File: src/rtl/delay_pkg.sv
// Shared types and constants for the multi-channel delay timer.
// Latency: n/a (declarations only).
// Backpressure: n/a.
package delay_pkg;

    // Per-channel state: IDLE (waiting for a start condition) or RUN (counting).
    typedef enum logic [0:0] {
        IDLE = 1'b0,
        RUN  = 1'b1
    } chan_state_e;

    // Values of the per-channel mode input.
    localparam logic MODE_PERIODIC = 1'b0;
    localparam logic MODE_ONESHOT  = 1'b1;

    // Reset value of every channel period.
    localparam int N_DEFAULT_G = 400000;

endpackage : delay_pkg

File: src/rtl/delay_chan.sv
// One timer channel: IDLE/RUN FSM, counter, shadow/active period, sig/err/flg monitors.
// Latency: sig is registered, high the cycle after cnt == active period is observed.
// Backpressure: none; en is level-sensitive and drops the channel to IDLE on the next edge.
//
// Ports: en/mode/arm   start controls (mode latched on entry to RUN, arm used in one-shot only)
//        wr_vld/wr_dat period write into the shadow register
//        sig/busy/err/flg registered outputs; sig_nxt is the next-state sig for the parent's any_sig flop
module delay_chan
    import delay_pkg::*;
#(
    parameter int CBITS     = 19,
    parameter int N_DEFAULT = N_DEFAULT_G
) (
    input  logic             clk,
    input  logic             rst,
    input  logic             en,
    input  logic             mode,
    input  logic             arm,
    input  logic             wr_vld,
    input  logic [CBITS-1:0] wr_dat,
    output logic             sig,
    output logic             sig_nxt,
    output logic             busy,
    output logic             err,
    output logic             flg
);

    chan_state_e      state_q, state_d;
    logic [CBITS-1:0] cnt_q, cnt_d;
    logic [CBITS-1:0] act_q, act_d;
    logic [CBITS-1:0] shd_q, shd_d;
    logic             mode_q, mode_d;
    logic             sig_q, sig_d;
    logic             flg_q, flg_d;
    logic             tc;

    always_comb begin
        state_d = state_q;
        cnt_d   = cnt_q;
        act_d   = act_q;
        mode_d  = mode_q;
        sig_d   = 1'b0;
        shd_d   = wr_vld ? wr_dat : shd_q;
        tc      = (cnt_q == act_q);

        case (state_q)
            IDLE: begin
                // While idle the active period tracks the shadow, so a write
                // lands in both on the same edge.
                cnt_d = '0;
                act_d = shd_d;
                if (en && ((mode == MODE_PERIODIC) || arm)) begin
                    state_d = RUN;
                    mode_d  = mode;
                end
            end
            RUN: begin
                if (!en) begin
                    // Disable beats a coincident terminal count: no pulse.
                    state_d = IDLE;
                    cnt_d   = '0;
                end else if (tc) begin
                    // Interval boundary: the only point a running channel
                    // picks up a new period, including one written right now.
                    cnt_d = '0;
                    sig_d = 1'b1;
                    act_d = shd_d;
                    if (mode_q == MODE_ONESHOT) begin
                        state_d = IDLE;
                    end
                end else begin
                    cnt_d = cnt_q + CBITS'(1);
                end
            end
            default: state_d = IDLE;
        endcase

        // Monitor reflects the registered cnt/active pair it is registered with.
        flg_d = (cnt_d <= act_d);
    end

    always_ff @(posedge clk or negedge rst) begin
        if (!rst) begin
            state_q <= IDLE;
            cnt_q   <= '0;
            act_q   <= CBITS'(N_DEFAULT);
            shd_q   <= CBITS'(N_DEFAULT);
            mode_q  <= MODE_PERIODIC;
            sig_q   <= 1'b0;
            flg_q   <= 1'b1;
        end else begin
            state_q <= state_d;
            cnt_q   <= cnt_d;
            act_q   <= act_d;
            shd_q   <= shd_d;
            mode_q  <= mode_d;
            sig_q   <= sig_d;
            flg_q   <= flg_d;
        end
    end

    assign sig     = sig_q;
    assign sig_nxt = sig_d;
    assign busy    = (state_q == RUN);
    assign flg     = flg_q;
    assign err     = ~flg_q;

endmodule : delay_chan

File: src/rtl/multi_delay.sv
// NCH independent programmable delay/period timers with config decode.
// Latency: all outputs registered; cfg_err one cycle after the bad write, any_sig aligned with sig.
// Backpressure: none; config writes are always accepted (out-of-range ones are dropped).
//
// Ports: en/mode/arm        per-channel start controls
//        cfg_we/cfg_ch/cfg_period  period write into the shadow of one channel
//        cfg_err            pulse for a write addressed past the last channel
//        sig/busy/err/flg   per-channel outputs, any_sig = OR of sig
module multi_delay
    import delay_pkg::*;
#(
    parameter int NCH       = 4,
    parameter int CBITS     = 19,
    parameter int N_DEFAULT = N_DEFAULT_G,
    parameter int IBITS     = (NCH > 1) ? $clog2(NCH) : 1
) (
    input  logic             clk,
    input  logic             rst,
    input  logic [NCH-1:0]   en,
    input  logic [NCH-1:0]   mode,
    input  logic [NCH-1:0]   arm,
    input  logic             cfg_we,
    input  logic [IBITS-1:0] cfg_ch,
    input  logic [CBITS-1:0] cfg_period,
    output logic             cfg_err,
    output logic [NCH-1:0]   sig,
    output logic [NCH-1:0]   busy,
    output logic [NCH-1:0]   err,
    output logic [NCH-1:0]   flg,
    output logic             any_sig
);

    logic [NCH-1:0] sig_nxt;
    logic           cfg_err_q, cfg_err_d;
    logic           any_sig_q, any_sig_d;

    always_comb begin
        cfg_err_d = cfg_we && (int'(cfg_ch) >= NCH);
        // Built from the channels' next-state sig so it rises with them.
        any_sig_d = |sig_nxt;
    end

    always_ff @(posedge clk or negedge rst) begin
        if (!rst) begin
            cfg_err_q <= 1'b0;
            any_sig_q <= 1'b0;
        end else begin
            cfg_err_q <= cfg_err_d;
            any_sig_q <= any_sig_d;
        end
    end

    assign cfg_err = cfg_err_q;
    assign any_sig = any_sig_q;

    for (genvar i = 0; i < NCH; i++) begin : g_chan
        logic wr_vld;
        assign wr_vld = cfg_we && (int'(cfg_ch) == i);

        delay_chan #(
            .CBITS     (CBITS),
            .N_DEFAULT (N_DEFAULT)
        ) u_chan (
            .clk     (clk),
            .rst     (rst),
            .en      (en[i]),
            .mode    (mode[i]),
            .arm     (arm[i]),
            .wr_vld  (wr_vld),
            .wr_dat  (cfg_period),
            .sig     (sig[i]),
            .sig_nxt (sig_nxt[i]),
            .busy    (busy[i]),
            .err     (err[i]),
            .flg     (flg[i])
        );
    end

endmodule : multi_delay

File: config.mk
export PLATFORM = sky130hd
export DESIGN_NAME = multi_delay
export DESIGN_NICKNAME = d
export VERILOG_FILES = /design/src/rtl/delay_pkg.sv /design/src/rtl/delay_chan.sv /design/src/rtl/multi_delay.sv
export SDC_FILE = /design/constraint.sdc
export NUM_CORES = 1
export LEC_CHECK = 0
export BUFFER_PORTS_ARGS = -buffer_cell sky130_fd_sc_hd__buf_2
export CORE_UTILIZATION = 45
export CTS_BUF_LIST = sky130_fd_sc_hd__clkbuf_4
export CTS_CLUSTER_SIZE = 8
export DETAILED_ROUTE_END_ITERATION = 16
export RECOVER_POWER = 50
export SYNTH_ARGS = -nofsm -noshare
export SYNTH_HDL_FRONTEND = slang
export SYNTH_SLANG_ARGS = --single-unit
File: constraint.sdc
create_clock -name clk -period 3.15 [get_ports clk]
set_input_delay 0.63 -clock clk [delete_from_list [all_inputs] [get_ports clk]]
set_output_delay 0.63 -clock clk [all_outputs]
set_load 0.005 [all_outputs]
==> results of run 1 <==
[Yosys cell counts (all sizes together) (4+ instances only)]
cell type | instances | share of area [%]
a21o | 12 | 0.67
clkbuf | 10 | 0.28
o311ai | 4 | 0.26
dfrtp | 193 | 36
xnor2 | 111 | 7.2
mux2 | 152 | 14
a211oi | 4 | 0.22
o21a | 4 | 0.22
nand2 | 54 | 1.5
or2 | 5 | 0.23
nor4 | 4 | 0.19
nor2 | 108 | 3.0
mux2i | 74 | 5.5
inv | 26 | 0.72
and3 | 7 | 0.33
dfstp | 52 | 10
and4 | 12 | 0.78
nand3 | 33 | 1.3
o21ai | 15 | 0.56
a31oi | 14 | 0.65
ha | 80 | 7.4
a21oi | 24 | 0.89
nor2b | 4 | 0.19
nand4 | 45 | 2.1
nor3 | 15 | 0.71
buf | 43 | 2.5
xor2 | 33 | 2.1
[registers in the layout (all words and copies together), names as in the netlist]
register,count
g_chan.u_chan.act_q,76
g_chan.u_chan.sig,4
g_chan.u_chan.shd_q,76
any_sig,1
g_chan.u_chan.cnt_q,76
g_chan.u_chan.flg,4
g_chan.u_chan.mode_q,4
g_chan.u_chan.busy,4
[through the flow]
step	area, sq um	total power [W]	hold slack (ps)	instances
floorplan	13470	0.006635	334.4	1151
global placement	14280	0.007382	489.5	1564
detailed placement	14280	0.007446	496.8	1564
CTS	15240	0.01067	189.8	1694
global route	15210	0.01115	210.1	1695
finish	15210	0.01048	238.5	1696
[cell families (layout without fill, tap and decap cells)]
group | after synthesis | in the layout | share of synthesized area (%)
multiplexers | 226 | 226 | 19.21
other | 1 | 3 | 0.02784
XOR/XNOR | 144 | 144 | 9.364
AND/OR/NAND/NOR | 296 | 296 | 10.76
AO/OA/AOI/OAI | 80 | 80 | 3.660
buffers and inverters | 79 | 238 | 3.549
adder cells (fa/ha/maj) | 80 | 80 | 7.431
flip-flops | 245 | 245 | 46.00
[routing by layer]
layer | vias up | share of wire [%]
li1 | 4300 | -
met1 | 4335 | 45
met2 | 149 | 47
met3 | 45 | 5.4
met4 | 0 | 2.0
met5 | - | 0
[worst reg2reg max path, stage by stage (launching register included)]
cell and delay, ps:
sky130_fd_sc_hd__dfstp_2 550, sky130_fd_sc_hd__xnor2_1 130, sky130_fd_sc_hd__nand4_1 170, sky130_fd_sc_hd__nor2_1 290, sky130_fd_sc_hd__a31oi_4 180, sky130_fd_sc_hd__buf_12 200, sky130_fd_sc_hd__mux2i_1 270, sky130_fd_sc_hd__ha_1 290
sky130_fd_sc_hd__a21oi_1 160, sky130_fd_sc_hd__nor2_1 70, sky130_fd_sc_hd__a211oi_1 200, sky130_fd_sc_hd__o21ai_0 130, sky130_fd_sc_hd__o21ai_0 180
[cell usage in the layout, fill, tap and decap left out, types with 33 or more instances in the layout]
master                     synthesis  layout
sky130_fd_sc_hd__dfrtp_1         193     192
sky130_fd_sc_hd__clkbuf_4          0     118
sky130_fd_sc_hd__xnor2_1         111     111
sky130_fd_sc_hd__nor2_1          108     106
sky130_fd_sc_hd__ha_1             80      80
sky130_fd_sc_hd__mux2i_1          74      74
sky130_fd_sc_hd__mux2_1            0      70
sky130_fd_sc_hd__nand2_1          54      54
sky130_fd_sc_hd__dfstp_2          52      52
sky130_fd_sc_hd__buf_2            10      50
sky130_fd_sc_hd__mux2_2          116      46
sky130_fd_sc_hd__nand4_1          45      45
sky130_fd_sc_hd__mux2_4           36      36
sky130_fd_sc_hd__xor2_1           33      33
[worst max path at each step]
stage          slack, ps  depth (start not counted)                             end
2_1_floorplan        480                         13  g_chan[3].u_chan.flg$_DFF_PN1_
3_3_place_gp         100                         11  g_chan[0].u_chan.flg$_DFF_PN1_
3_5_place_dp          30                         12  g_chan[0].u_chan.flg$_DFF_PN1_
4_1_cts               20                         12  g_chan[0].u_chan.flg$_DFF_PN1_
5_1_grt               10                         12  g_chan[1].u_chan.flg$_DFF_PN1_
6_report             250                         12  g_chan[2].u_chan.flg$_DFF_PN1_
[power by group through the flow]
stage               Sequential (W)  Clock (W)  Combinational [W]
floorplan                  0.00433          0            0.00231
global placement           0.00448          0            0.00290
detailed placement         0.00450          0            0.00295
CTS                        0.00445    0.00325            0.00296
global route               0.00453    0.00343            0.00319
finish                     0.00445    0.00315            0.00288
[final cells by class]
type / instances / area [sq um]
fill: 2623 / 13880
inverter: 26 / 97.59
antenna: 2 / 5.005
multi-input combinational: 827 / 6883
tap: 384 / 480.5
timing repair buffer: 83 / 593.1
sequential: 245 / 6197
clock inverter: 11 / 68.82
clock buffer: 118 / 885.9
[what timing repair did]
item                       4_1_cts  5_1_grt
hold endpoints to repair        57        0
gates resized for setup          0        8
setup endpoints to repair        0        3
buffers inserted                 0        0
hold buffers                     1        0
==> out/metrics.cfg, run 1 <==
[status]
status=finished, violations left
failed_checks=max-capacitance violations, max-slew violations

[detailed_routing]
drtIter0Drc=331
drcViolationCount=0
num_vias=8829
drt_first_pass_iters=5
drt_wl_total_mm=29.80
wl_per_cell_um=17.57
post_drt_via_cell_ratio=5.206
ant_nets=0

[min_path]
worstHoldPathCells=3
timing.hold.worst.class=in -> reg
min_from=mode[2]
hold_path_end=g_chan[2].u_chan.mode_q$_DFFE_PN0P_

[final_layout]
post-route-util_pct=52.29
drive_above_1_share_pct=27.02
fin_nets=1369
relative_area_change_from_synthesis_to_final_layout_pct=12.93

[grt]
grt_util_met2_pct=32.82
gr-max-usage-layer=met2
antenna_found_initial=3
grt_first_pass_wirelength_mm=48.27
grt_pass1_vias=9247
grt_max_degree=85
use_met3_pct=5.222
global_route.overflow_total=0
gr-usage-all-layers_pct=20.20
grt_util_met1_pct=26.26

[placed_design]
place_worst_setup_slack_ps=28.85
detailedPlacementHpwl_mm=21.60
place.port_buffers=52
gpl_congestion=0.8551

[timing]
setup-tns-final_ps=0
finalSetupViolations=0
finalClockSkew_ps=57.38
maxSlewViolCount=83
period_minus_slack_ps=2904
tightest_slew_ps=2206
timing.fmax_mhz=344.4
grt_setup_unrepaired=false
layout_setup_ws_ps=246.3
relSlewSlack_pct=-47.06
fin_crit_sh_pct=92.18
hold_viol_final=0

[power]
pwr-share-comb_pct=27.5
power.net_switching_w=0.003256
power.internal_w=0.007221
p_leak_nw=6.845
clkPwrFrac_pct=30.1
swShare_pct=31.08
power-per-cell-area_mw_per_mm2=688.8
share_seq_of_total_power_pct=42.4
worst_ir_drop_vdd_mv=0.3260

[critical_path]
worstRegToRegCells=12
cp_data_required_time_ps=3760
timing.critical_path.slowest_stage_cell=sky130_fd_sc_hd__dfstp_2
timing.critical_path.from=g_chan[2].u_chan.act_q[11]$_DFF_PN1_
timing.reg2reg.setup_slack_ps=250
timing.critical_path.arrival_ps=3510
worst_r2r_endpoint=g_chan[2].u_chan.flg$_DFF_PN1_
path_buf_inv=1
cp_startpoint_kind=register
rr_startpoint=g_chan[2].u_chan.act_q[11]$_DFF_PN1_
timing_worst_setup_path_type=reg -> reg
critical_path.endpoint_type=register
max_incr_delay_on_cp_ps=550
crit_family=compound AO/OA/AOI/OAI gates
critPathMaxFanout=20
sequence_of_cells_on_the_critical_path=xnor2_1 > nand4_1 > nor2_1 > a31oi_4 > buf_12 > mux2i_1 > ha_1 > a21oi_1 > nor2_1 > a211oi_1 > o21ai_0 > o21ai_0

[logic_synthesis]
postSynthNetCount=1267
synth_cells=1151
yosys.cell_types.count=42
synthesis.yosys.warnings=0
yosys_register_bits=245
synth.cell_area_sq_mm=0.01347
synth_ff_type=sky130_fd_sc_hd__dfrtp_1
share_of_synthesized_flip_flops_with_an_asynchronous_set_or_reset_pct=100.0
syn-mean-instance-area_sq_um=11.70
seq_area_frac_synth_pct=46.00
synth-edff-count=0

[floorplan]
fp.dieW_um=175.0
core-area_sq_mm=0.02909
die_height_um=175.0
core.rowCount=62
ios=54
start_util_pct=46.30
die_area_sq_mm=0.03063

[clock_tree]
number_of_buffers_inserted_during_clock_tree_synthesis=70
tritoncts=done
worst_skew_pair.late_latency_ps=690
clk_path_buf_depth=3
cts_sinks=245
cts_root_buf=sky130_fd_sc_hd__clkbuf_4
h-tree-depth=3
cts.reportedPaths.clkPinSlew_ps=60

[run]
max_cap_viol_count=1

No activity file was read; power rests on OpenSTA's default activity.
==> run 2, diff against run 1 <==
--- a/config.mk
+++ b/config.mk
@@ -5,6 +5,7 @@
 export SDC_FILE = /design/constraint.sdc
 export NUM_CORES = 1
 export LEC_CHECK = 0
+export ABC_CLOCK_PERIOD_IN_PS = 3000
 export BUFFER_PORTS_ARGS = -buffer_cell sky130_fd_sc_hd__buf_2
 export CORE_UTILIZATION = 45
 export CTS_BUF_LIST = sky130_fd_sc_hd__clkbuf_4
@@ -13,4 +14,5 @@
 export RECOVER_POWER = 50
 export SYNTH_ARGS = -nofsm -noshare
 export SYNTH_HDL_FRONTEND = slang
+export SYNTH_HIERARCHICAL = 1
 export SYNTH_SLANG_ARGS = --single-unit
==> constraint.sdc (replaced) <==
create_clock -name clk -period 3 [get_ports clk]
set_input_delay 0.6 -clock clk [delete_from_list [all_inputs] [get_ports clk]]
set_output_delay 0.6 -clock clk [all_outputs]
set_load 0.005 [all_outputs]
==> run 2 against run 1 <==
  * The flow still finishes with violations (max-capacitance violations, max-slew violations)
  * Via count is 2.9% higher
  * Largest power group unchanged
  * First-iteration DRC count is 20% higher
  * Power decreased by 11%
==> out/metrics.cfg, run 2 <==
[grt]
gr-usage-all-layers_pct=20.72
grt_first_pass_wirelength_mm=49.13
global_route.overflow_total=0
antenna_found_initial=2
grt_max_degree=85
grt_pass1_vias=9173

[logic_synthesis]
synth_top_cell_by_area=sky130_fd_sc_hd__dfrtp_1
synthesis.yosys.warnings=6
synthTopCellsByCount=sky130_fd_sc_hd__dfrtp_1 (193), sky130_fd_sc_hd__nor2_1 (113), sky130_fd_sc_hd__mux2_2 (104)
yosys-top-cells-area=sky130_fd_sc_hd__dfrtp_1 (36%), sky130_fd_sc_hd__dfstp_2 (10%), sky130_fd_sc_hd__mux2_2 (8.7%)
yosys_register_bits=245
synth.cell_area_sq_mm=0.01340
synth_cells=1131
postSynthNetCount=1247
yosysTopAreaCellShare_pct=36.03
share_of_synthesized_flip_flops_with_an_asynchronous_set_or_reset_pct=100.0
yosysMostFrequentCell=sky130_fd_sc_hd__dfrtp_1
yosys.cell_types.count=44
synth_ff_type=sky130_fd_sc_hd__dfrtp_1
seq_area_frac_synth_pct=46.22
syn-mean-instance-area_sq_um=11.85
synth-edff-count=0

[final_layout]
fillerInstances=2559
drive_above_1_share_pct=33.33
finish.cell_count_without_fillers=1772
layout.cells.most_common_list=sky130_fd_sc_hd__dfrtp_1 (191), sky130_fd_sc_hd__nor2_1 (111), sky130_fd_sc_hd__clkbuf_4 (102)
multiInputGateArea_sq_mm=0.007056
layout.cells.most_common=sky130_fd_sc_hd__dfrtp_1
top_regs=g_chan.u_chan/act_q: 76 flops, g_chan.u_chan/cnt_q: 76 flops, g_chan.u_chan/shd_q: 76 flops
relative_area_change_from_synthesis_to_final_layout_pct=19.32
fin_nets=1445
post-route-util_pct=55.13
area_taken_by_flip_flops_and_latches_sq_mm=0.006198

[power]
worst_ir_drop_vdd_mv=0.2354
fin_total_pwr_w=0.009313
power-per-cell-area_mw_per_mm2=582.3
p_leak_nw=7.208

[detailed_routing]
drtIter0Drc=397
wl_per_cell_um=17.37
drt_first_pass_iters=5
drt_wl_total_mm=30.77
ant_nets=0
post_drt_via_cell_ratio=5.125
num_vias=9082
drcViolationCount=0

[timing]
timing.fmax_mhz=341.0
period_minus_slack_ps=2933
fin_crit_sh_pct=97.76
finalSetupViolations=0
hold_viol_final=0
relSlewSlack_pct=-46.45
tightest_slew_ps=2197
finalClockSkew_ps=39.58
grt_setup_unrepaired=true
maxSlewViolCount=83

[critical_path]
timing.critical_path.arrival_ps=3500
critPathMaxFanout=6
timing.critical_path.from=g_chan[3].u_chan/act_q[7]$_DFF_PN1_
worst_setup_path_endpoint=g_chan[3].u_chan/flg$_DFF_PN1_
timing.reg2reg.setup_slack_ps=70
critical_path.endpoint_type=register
cp_data_required_time_ps=3560
timing_worst_setup_path_type=reg -> reg
rr_startpoint=g_chan[3].u_chan/act_q[7]$_DFF_PN1_
cp_startpoint_kind=register
worst_r2r_endpoint=g_chan[3].u_chan/flg$_DFF_PN1_
worstRegToRegCells=13

[floorplan]
core-area_sq_mm=0.02901
ios=54
core.rowCount=62
die_area_sq_mm=0.03048
start_util_pct=46.20
die_height_um=174.6
fp.dieW_um=174.6

[placed_design]
place.port_buffers=52
dp.cells=1608
gpl_congestion=0.8524
detailedPlacementHpwl_mm=21.83

[clock_tree]
number_of_buffers_inserted_during_clock_tree_synthesis=70
clk_path_buf_depth=3
cts.reportedPaths.clkPinSlew_ps=70
worst_skew_pair.late_latency_ps=670
h-tree-depth=3
tritoncts=done
cts_sinks=245
cts_root_buf=sky130_fd_sc_hd__clkbuf_4

[min_path]
timing.hold.worst.class=in -> reg
worstHoldPathCells=3

[status]
status=finished, violations left
failed_checks=max-capacitance violations, max-slew violations

[run]
max_cap_viol_count=1

[run 2: metrics by stage]
stage | setup WS (ps) | TNS [ps] | area, sq um | hold WS [ps]
4_1_cts | 16.31 | 0 | 15650 | 141.9
3_5_place_dp | -104.8 | -104.8 | 14660 | 482.0
6_report | 67.18 | 0 | 15990 | 209.3
5_1_grt | -94.87 | -186.9 | 15990 | 175.1
3_3_place_gp | -107.8 | -115.9 | 14660 | 479.8
2_1_floorplan | 122.5 | 0 | 13400 | 304.4
[run 2: worst min path at each step]
stage / start / endpoint / slack, ps
after global routing: mode[2] / g_chan[2].u_chan/mode_q$_DFFE_PN0P_ / 180
after detailed placement: g_chan[0].u_chan/mode_q$_DFFE_PN0P_ / g_chan[0].u_chan/busy$_DFF_PN0_ / 480
final: mode[2] / g_chan[2].u_chan/mode_q$_DFFE_PN0P_ / 210
after global placement: g_chan[3].u_chan/mode_q$_DFFE_PN0P_ / g_chan[3].u_chan/busy$_DFF_PN0_ / 480
after CTS: en[0] / g_chan[0].u_chan/mode_q$_DFFE_PN0P_ / 140
after floorplan: rst / any_sig$_DFF_PN0_ / 300
[run 2: final cells by class]
cell class	count	share of cell area (%)
multi-input cells	826	44.11
flip-flops and latches	245	38.75
repair buffers	165	8.034
clock buffers	99	4.647
well taps	384	3.004
clock inverters	30	0.9231
inverters	21	0.4928
diodes	2	0.03129
[run 2: power breakdown]
part	leakage, nW	switching, W	total [W]	internal, W
clock	0.537	0.00149	0.00311	0.00162
sequential	3.00	0.000330	0.00420	0.00387
combinational	3.67	0.000920	0.00200	0.00108
[run 2: routing by layer]
metal	GRT usage, %	share of wire (%)	up-vias
met3	4.330	4.2	43
met1	28.63	48	4427
met5	0	0	-
li1	-	-	4452
met4	6.920	1.8	0
met2	32.45	46	160
[run 2: repair_timing]
item                                   4_1_cts  5_1_grt
resized for setup                            6       55
setup endpoints to repair                    3        4
pin swaps                                    3       27
hold buffers                                 1        0
buffers inserted                             8       22
endpoints found under the hold margin       59        0
gates cloned                                 0        2
[run 2: critical path, cell delays in order, from the launching register on]
cell and delay [ps]:
sky130_fd_sc_hd__dfstp_2 560, sky130_fd_sc_hd__xnor2_1 120, sky130_fd_sc_hd__nand3_1 100, sky130_fd_sc_hd__nor3_2 220
sky130_fd_sc_hd__buf_4 170, sky130_fd_sc_hd__a31oi_4 150, sky130_fd_sc_hd__buf_6 160, sky130_fd_sc_hd__mux2i_2 140
sky130_fd_sc_hd__ha_1 320, sky130_fd_sc_hd__and3_4 160, sky130_fd_sc_hd__a221o_1 300, sky130_fd_sc_hd__a221oi_2 230
sky130_fd_sc_hd__inv_1 100, sky130_fd_sc_hd__o22ai_2 140
[run 2: cells by family (layout without fill, tap and decap cells)]
| logic type | count (synthesis) | in the layout | synth area share, % |
|---|---|---|---|
| adders and majority gates | 80 | 80 | 7.468 |
| muxes | 224 | 224 | 19.49 |
| xor gates and xnor gates | 144 | 144 | 9.409 |
| and+or+nand+nor | 289 | 289 | 10.17 |
| buffers and inverters | 60 | 315 | 3.099 |
| other | 1 | 3 | 0.02798 |
| AOI/OAI and AO/OA | 88 | 88 | 4.117 |
| DFF | 245 | 245 | 46.22 |
